===== config.mk =====
export PLATFORM = sky130hd
export DESIGN_NAME = write_stream_flat
export DESIGN_NICKNAME = d
export VERILOG_FILES = /design/src/rtl/write_stream_if.sv /design/src/rtl/write_stream.sv /design/src/flat_wrapper.sv
export SDC_FILE = /design/constraint.sdc
export NUM_CORES = 1
export LEC_CHECK = 0
export CORE_AREA = 2 2 273 275
export DETAILED_ROUTE_END_ITERATION = 6
export DIE_AREA = 0 0 275 277
export PLACE_DENSITY = 0.37
export SKIP_LAST_GASP = 1
export SYNTH_ARGS = -nofsm -noshare
export SYNTH_HDL_FRONTEND = slang
export SYNTH_SLANG_ARGS = --single-unit

===== constraint.sdc =====
create_clock -name clk -period 3.45 [get_ports clk]
set_input_delay 0.345 -clock clk [delete_from_list [all_inputs] [get_ports clk]]
set_output_delay 0.345 -clock clk [all_outputs]
set_load 0.05 [all_outputs]

===== src/rtl/write_stream_if.sv =====
// AXI4 write channels (AW, W, B) between a burst master and a memory-side slave.
// Uppercase member names follow the AXI signal names used on the bus.
interface write_stream_if;
  logic         AWREADY;
  logic         AWVALID;
  logic [31:0]  AWADDR;
  logic [3:0]   AWID;
  logic [7:0]   AWLEN;
  logic [2:0]   AWSIZE;
  logic [1:0]   AWBURST;
  logic [1:0]   AWLOCK;
  logic [3:0]   AWCACHE;
  logic [2:0]   AWPROT;

  logic         WREADY;
  logic         WVALID;
  logic [511:0] WDATA;
  logic [63:0]  WSTRB;
  logic         WLAST;

  logic         BREADY;
  logic         BVALID;
  logic [3:0]   BID;
  logic [1:0]   BRESP;

  modport master (
    input  AWREADY, WREADY, BVALID, BID, BRESP,
    output AWVALID, AWADDR, AWID, AWLEN, AWSIZE, AWBURST, AWLOCK, AWCACHE, AWPROT,
    output WVALID, WDATA, WSTRB, WLAST,
    output BREADY
  );

  modport slave (
    output AWREADY, WREADY, BVALID, BID, BRESP,
    input  AWVALID, AWADDR, AWID, AWLEN, AWSIZE, AWBURST, AWLOCK, AWCACHE, AWPROT,
    input  WVALID, WDATA, WSTRB, WLAST,
    input  BREADY
  );
endinterface


===== src/rtl/write_stream.sv =====
// AXI4 incrementing write-burst generator; WRITE_STREAM_ERRCNT_EN enables the BRESP error counter.
// Latency: AW one cycle after en is seen idle, W beats after the AW handshake, finish on the accepted B.
// Backpressure: AWVALID/WVALID and payload hold until AWREADY/WREADY; BREADY only while awaiting the response.
module write_stream #(
  parameter logic [63:0] WSTRB_VAL = {64{1'b1}}
) (
  input  logic           clk,
  input  logic           reset_n,
  input  logic           en,
  input  logic [31:0]    addr,
  input  logic [7:0]     burst_length,
  output logic           busy,
  output logic           finish,
  output logic [15:0]    err_count,
  write_stream_if.master axi
);

  typedef enum logic [1:0] {S_IDLE, S_ADDR, S_DATA, S_RESP} state_t;

  state_t      state, state_nxt;
  logic [31:0] addr_r;
  logic [7:0]  len_r;
  logic [7:0]  beat;
  logic [7:0]  awlen;
  logic [3:0]  id_r;
  logic [31:0] word;
  logic        last_beat;
  logic        relatch;
  logic        aw_hs;
  logic        w_hs;

  assign awlen     = len_r - 8'd1;
  assign last_beat = (beat == awlen);
  assign aw_hs     = axi.AWVALID && axi.AWREADY;
  assign w_hs      = axi.WVALID && axi.WREADY;
  assign busy      = (state != S_IDLE);

  // Handshake outputs are qualified by reset_n so nothing completes on the reset edge.
  always_comb begin
    state_nxt  = state;
    relatch    = 1'b0;
    axi.AWVALID = 1'b0;
    axi.WVALID  = 1'b0;
    axi.WLAST   = 1'b0;
    axi.BREADY  = 1'b0;
    finish      = 1'b0;
    case (state)
      S_IDLE: begin
        if (en) begin
          relatch   = 1'b1;
          state_nxt = S_ADDR;
        end
      end
      S_ADDR: begin
        axi.AWVALID = reset_n;
        if (axi.AWREADY) state_nxt = S_DATA;
      end
      S_DATA: begin
        axi.WVALID = reset_n;
        axi.WLAST  = reset_n && last_beat;
        if (axi.WREADY && last_beat) state_nxt = S_RESP;
      end
      S_RESP: begin
        axi.BREADY = reset_n;
        finish     = reset_n && axi.BVALID;
        if (axi.BVALID) begin
          relatch   = en;
          state_nxt = en ? S_ADDR : S_IDLE;
        end
      end
      default: state_nxt = S_IDLE;
    endcase
  end

  always_ff @(posedge clk) begin
    if (!reset_n) begin
      state  <= S_IDLE;
      addr_r <= '0;
      len_r  <= '0;
      id_r   <= '0;
      beat   <= '0;
    end else begin
      state <= state_nxt;
      if (relatch) begin
        addr_r <= addr;
        len_r  <= burst_length;
      end
      if (aw_hs) begin
        id_r <= id_r + 4'd1;
        beat <= '0;
      end else if (w_hs) begin
        beat <= beat + 8'd1;
      end
    end
  end

  // Each beat carries its own 64-byte-aligned address replicated across the bus.
  assign word = addr_r + {18'd0, beat, 6'd0};

  assign axi.AWADDR  = addr_r;
  assign axi.AWID    = id_r;
  assign axi.AWLEN   = awlen;
  assign axi.AWSIZE  = 3'b110;
  assign axi.AWBURST = 2'b01;
  assign axi.AWLOCK  = 2'b00;
  assign axi.AWCACHE = 4'b0000;
  assign axi.AWPROT  = 3'b000;
  assign axi.WDATA   = {16{word}};
  assign axi.WSTRB   = WSTRB_VAL;

`ifdef WRITE_STREAM_ERRCNT_EN
  logic [15:0] err_r;
  logic        unused_bid;

  always_ff @(posedge clk) begin
    if (!reset_n) begin
      err_r <= '0;
    end else if (axi.BVALID && axi.BREADY && (axi.BRESP != 2'b00) && (err_r != 16'hFFFF)) begin
      err_r <= err_r + 16'd1;
    end
  end

  assign err_count  = err_r;
  assign unused_bid = ^axi.BID;
`else
  logic unused_b;

  assign err_count = '0;
  assign unused_b  = ^{axi.BID, axi.BRESP};
`endif

endmodule


===== src/flat_wrapper.sv =====
// flat-port wrapper written by rule: the top's interface ports become plain ports
module write_stream_flat 
#(
  parameter logic [63:0] WSTRB_VAL = {64{1'b1}}
)
  (clk, reset_n, en, addr, burst_length, busy, finish, err_count, axi_AWREADY, axi_WREADY, axi_BVALID, axi_BID, axi_BRESP, axi_AWVALID, axi_AWADDR, axi_AWID, axi_AWLEN, axi_AWSIZE, axi_AWBURST, axi_AWLOCK, axi_AWCACHE, axi_AWPROT, axi_WVALID, axi_WDATA, axi_WSTRB, axi_WLAST, axi_BREADY);
  write_stream_if axi_i ();
  input  logic clk;
  input  logic reset_n;
  input  logic en;
  input  logic [31:0] addr;
  input  logic [7:0] burst_length;
  output logic busy;
  output logic finish;
  output logic [15:0] err_count;
  input wire logic [$bits(axi_i.AWREADY)-1:0] axi_AWREADY;
  input wire logic [$bits(axi_i.WREADY)-1:0] axi_WREADY;
  input wire logic [$bits(axi_i.BVALID)-1:0] axi_BVALID;
  input wire logic [$bits(axi_i.BID)-1:0] axi_BID;
  input wire logic [$bits(axi_i.BRESP)-1:0] axi_BRESP;
  output wire logic [$bits(axi_i.AWVALID)-1:0] axi_AWVALID;
  output wire logic [$bits(axi_i.AWADDR)-1:0] axi_AWADDR;
  output wire logic [$bits(axi_i.AWID)-1:0] axi_AWID;
  output wire logic [$bits(axi_i.AWLEN)-1:0] axi_AWLEN;
  output wire logic [$bits(axi_i.AWSIZE)-1:0] axi_AWSIZE;
  output wire logic [$bits(axi_i.AWBURST)-1:0] axi_AWBURST;
  output wire logic [$bits(axi_i.AWLOCK)-1:0] axi_AWLOCK;
  output wire logic [$bits(axi_i.AWCACHE)-1:0] axi_AWCACHE;
  output wire logic [$bits(axi_i.AWPROT)-1:0] axi_AWPROT;
  output wire logic [$bits(axi_i.WVALID)-1:0] axi_WVALID;
  output wire logic [$bits(axi_i.WDATA)-1:0] axi_WDATA;
  output wire logic [$bits(axi_i.WSTRB)-1:0] axi_WSTRB;
  output wire logic [$bits(axi_i.WLAST)-1:0] axi_WLAST;
  output wire logic [$bits(axi_i.BREADY)-1:0] axi_BREADY;
  assign axi_i.AWREADY = axi_AWREADY;
  assign axi_i.WREADY = axi_WREADY;
  assign axi_i.BVALID = axi_BVALID;
  assign axi_i.BID = axi_BID;
  assign axi_i.BRESP = axi_BRESP;
  assign axi_AWVALID = axi_i.AWVALID;
  assign axi_AWADDR = axi_i.AWADDR;
  assign axi_AWID = axi_i.AWID;
  assign axi_AWLEN = axi_i.AWLEN;
  assign axi_AWSIZE = axi_i.AWSIZE;
  assign axi_AWBURST = axi_i.AWBURST;
  assign axi_AWLOCK = axi_i.AWLOCK;
  assign axi_AWCACHE = axi_i.AWCACHE;
  assign axi_AWPROT = axi_i.AWPROT;
  assign axi_WVALID = axi_i.WVALID;
  assign axi_WDATA = axi_i.WDATA;
  assign axi_WSTRB = axi_i.WSTRB;
  assign axi_WLAST = axi_i.WLAST;
  assign axi_BREADY = axi_i.BREADY;
  write_stream #(.WSTRB_VAL(WSTRB_VAL)) u_core (.clk(clk), .reset_n(reset_n), .en(en), .addr(addr), .burst_length(burst_length), .busy(busy), .finish(finish), .err_count(err_count), .axi(axi_i));
endmodule

==> flow_summary.toml <==
[run_status]
outcome = "completed"

[final_layout]
drive_above_1_share = 0.423
design_area_um2 = 15400
syn2layout_area_growth_pct = 104
layout.nets = 1222
fill_cells = 7901
final_util = 0.209
register_area_um2 = 1090
multiInputGateArea_um2 = 2680
antenna_cells = 0

[pwr]
pwr-share-clk = 0.035
switching_share = 0.586
p_leak_nw = 6.01
cellPowerDensity_nw_per_um2 = 1100
p_sw_mw = 9.90
ir_drop_uv = 473
internal-power_mw = 7.00
combinationalPowerShare = 0.901
seqPwrFrac = 0.064

[drt]
avgRoutedWirePerCell_um = 14.0
drt_iter0_markers = 117
ant_nets = 0
drt_wl_total_um = 29700
via_per_inst = 2.78
vias = 5901
drt_pass1_iterations = 5
drc = 0

[min_path]
min_path_type = "register to register"
whs_endpoint = "u_core.axi.AWADDR[6]"
hold-path-cell-count = 2
holdCritStartpoint = "u_core.axi.AWADDR[6]"

[worst_setup_path]
critPathArrivalTime_ps = 2910
critPathMaxStageDelay_ps = 410
worstSetupStartpointType = "register"
rr_worst_depth = 8
path_class = "register to output port"
slowest_stage = "fa_2"
crit_fanout = 9
worst_r2r_endpoint = "u_core.state[0]"
crit_top_cell = "buf_12"
crit_required_ps = 3110
crit-reg2reg-launch = "u_core.len_r[0]"
r2r_slack_ps = 1050
path_cells = "ha_2, inv_2, fa_2, nor2b_1, o21a_1, o21ai_2, a31oi_4, buf_12, o211ai_1, xnor2_4, buf_6, buf_12, buf_12"
end_kind = "output port"

[global_route]
antenna_found_initial = 0
grt_pass1_wl_um = 39900
grt_pass1_vias = 5389
grt_overflow = 0
grt_usage = 0.0723
grt_max_degree = 46

[place]
numPortBuffers = 607
post_dp_cell_area_um2 = 15100
post-dp-hpwl_um = 25000
dp_slack_ps = 265
place_congestion = 0.699

[synth]
synthFlopType = "dfxtp_1"
ys_ff_latch = 54
synth_area_leaders = "buf_4, dfxtp_1, nand2_1"
synth_edf_count = 0
postSynth.asyncResetShare = 0
syn_area_um2 = 7550
synth_top_cell_area_share = 0.578
synth_most_common_cell = "buf_4"
synth_common_cells = "buf_4, nand2_1, dfxtp_1"
seq_area_frac_synth = 0.143
synth.avg_cell_area_um2 = 7.55
synth_top_area_cell = "buf_4"
yosysWarnings = 0
synth.distinct_cells = 53
syn_inst = 1000

[floorplan]
initial_core_util = 0.103
die_y_um = 277
die_area_um2 = 76200
io_pins = 708
rows = 100
fp.dieW_um = 275
core-area_um2 = 73600

[clock_tree]
insertion_delay_ps = 330
cts_tree = "built"
clk_pin_slew_ps = 90
clk_path_buf_depth = 2
holdBufCountCts = 0
numCtsBuffers = 5
clock-sinks = 54
htreeDepth = 2
root_buffer = "clkbuf_16"

[sta]
hold_viol_final = 0
fin_skew_ps = 17.8
fin_ws_ps = 193
timing.fmax_mhz = 307
whs_ps = 473
tightestPinTransition_ps = 1200
max-slew-margin-rel = 0.194
slew_violations = 0
post-route-min-period_ps = 3260
setup_violations = 0
rsz0062_at_grt = "yes"
period_share = 0.944

[run]
max-cap-violations = 0
routing by layer:
| layer | share of wire | global-route usage | wire (µm) |
|---|---|---|---|
| met1 | 0.35 | 0.0751 | 10500 |
| met2 | 0.54 | 0.139 | 16200 |
| met3 | 0.088 | 0.0208 | 2620 |
| met4 | 0.015 | 0.0198 | 454 |
| met5 | 0 | 0 | 0 |
placed cells by master, fill, tap and decap left out, types with 6 or more instances in the layout:
master	netlist	routed
a21oi_1	53	52
nor2_1	22	22
conb_1	2	94
inv_1	22	21
ha_1	16	13
nand2_1	98	98
o211ai_1	7	7
dfxtp_1	54	48
and3_1	6	6
clkdlybuf4s50_1	0	219
xnor2_4	0	14
dfxtp_2	0	6
buf_12	0	376
clkbuf_16	0	6
xor2_1	13	12
xnor2_2	0	7
o21ai_0	10	6
xnor2_1	31	10
buf_4	581	54
nand3_1	10	10
power by group through the flow:
stage	registers (mW)	clock network, mW	logic (mW)
final	1.08	0.596	15.2
after global routing	1.12	0.674	15.7
after global placement	1.09	0	15.3
after detailed placement	1.10	0	15.3
after floorplan	1.37	0	9.87
after CTS	1.09	0.668	15.4
stage by stage:
| stage | std cells | TNS, ps | total power, mW |
|---|---|---|---|
| floorplan | 1092 | -2140 | 11.2 |
| global placement | 2108 | 0 | 16.4 |
| detailed placement | 2108 | 0 | 16.4 |
| CTS | 2118 | 0 | 17.1 |
| global route | 2122 | -190 | 17.5 |
| finish | 2122 | 0 | 16.9 |
kinds of logic after synthesis:
kind of cell,count (synthesis),share of synthesized area
AOI/OAI and AO/OA,88,0.0698
xor gates and xnor gates,44,0.0511
other,2,0.000995
DFF,54,0.143
muxes,1,0.00133
buffers and inverters,621,0.599
adders and majority gates,17,0.0292
and+or+nand+nor,173,0.105
flip-flops by register name (all words and copies together), names as in the netlist:
signal,flops
u_core.len_r,8
u_core.state,2
u_core.axi.AWID,4
u_core.beat,8
u_core.axi.AWADDR,32
worst max path at each step:
stage                      to                  from  slack [ps]  cells past startpoint
3_5_place_dp   axi_WDATA[434]        u_core.beat[2]         270                     10
3_3_place_gp    axi_WDATA[54]        u_core.beat[1]         260                     11
5_1_grt        axi_WDATA[342]        u_core.beat[0]         -20                     13
4_1_cts        axi_WDATA[182]  u_core.axi.AWADDR[6]          20                     12
6_report       axi_WDATA[470]        u_core.beat[0]         190                     13
2_1_floorplan       axi_WLAST       u_core.len_r[0]        -540                      8
critical path: cells and delay by family (launching register included):
kind / cells / cell delay (ps)
buffers and inverters: 5 / 630
flip-flops: 1 / 360
AND/OR/NAND/NOR: 1 / 120
adder cells (fa/ha/maj): 2 / 600
AO/OA/AOI/OAI: 4 / 590
XOR/XNOR: 1 / 250
cell type report:
cell class | count | area share
repair buffers | 652 | 0.662
inverters | 23 | 0.00561
multi-input cells | 417 | 0.174
clock buffers | 5 | 0.00813
clock inverters | 2 | 0.000894
flip-flops and latches | 54 | 0.0707
well taps | 969 | 0.0787
timing repair:
item / CTS / global route
gates resized for setup: 9 / 12
setup buffers: 2 / 3
pin swaps: 3 / 5
setup endpoints to repair: 189 / 191
cloned: 1 / 1
No activity file was read; power rests on OpenSTA's default activity.
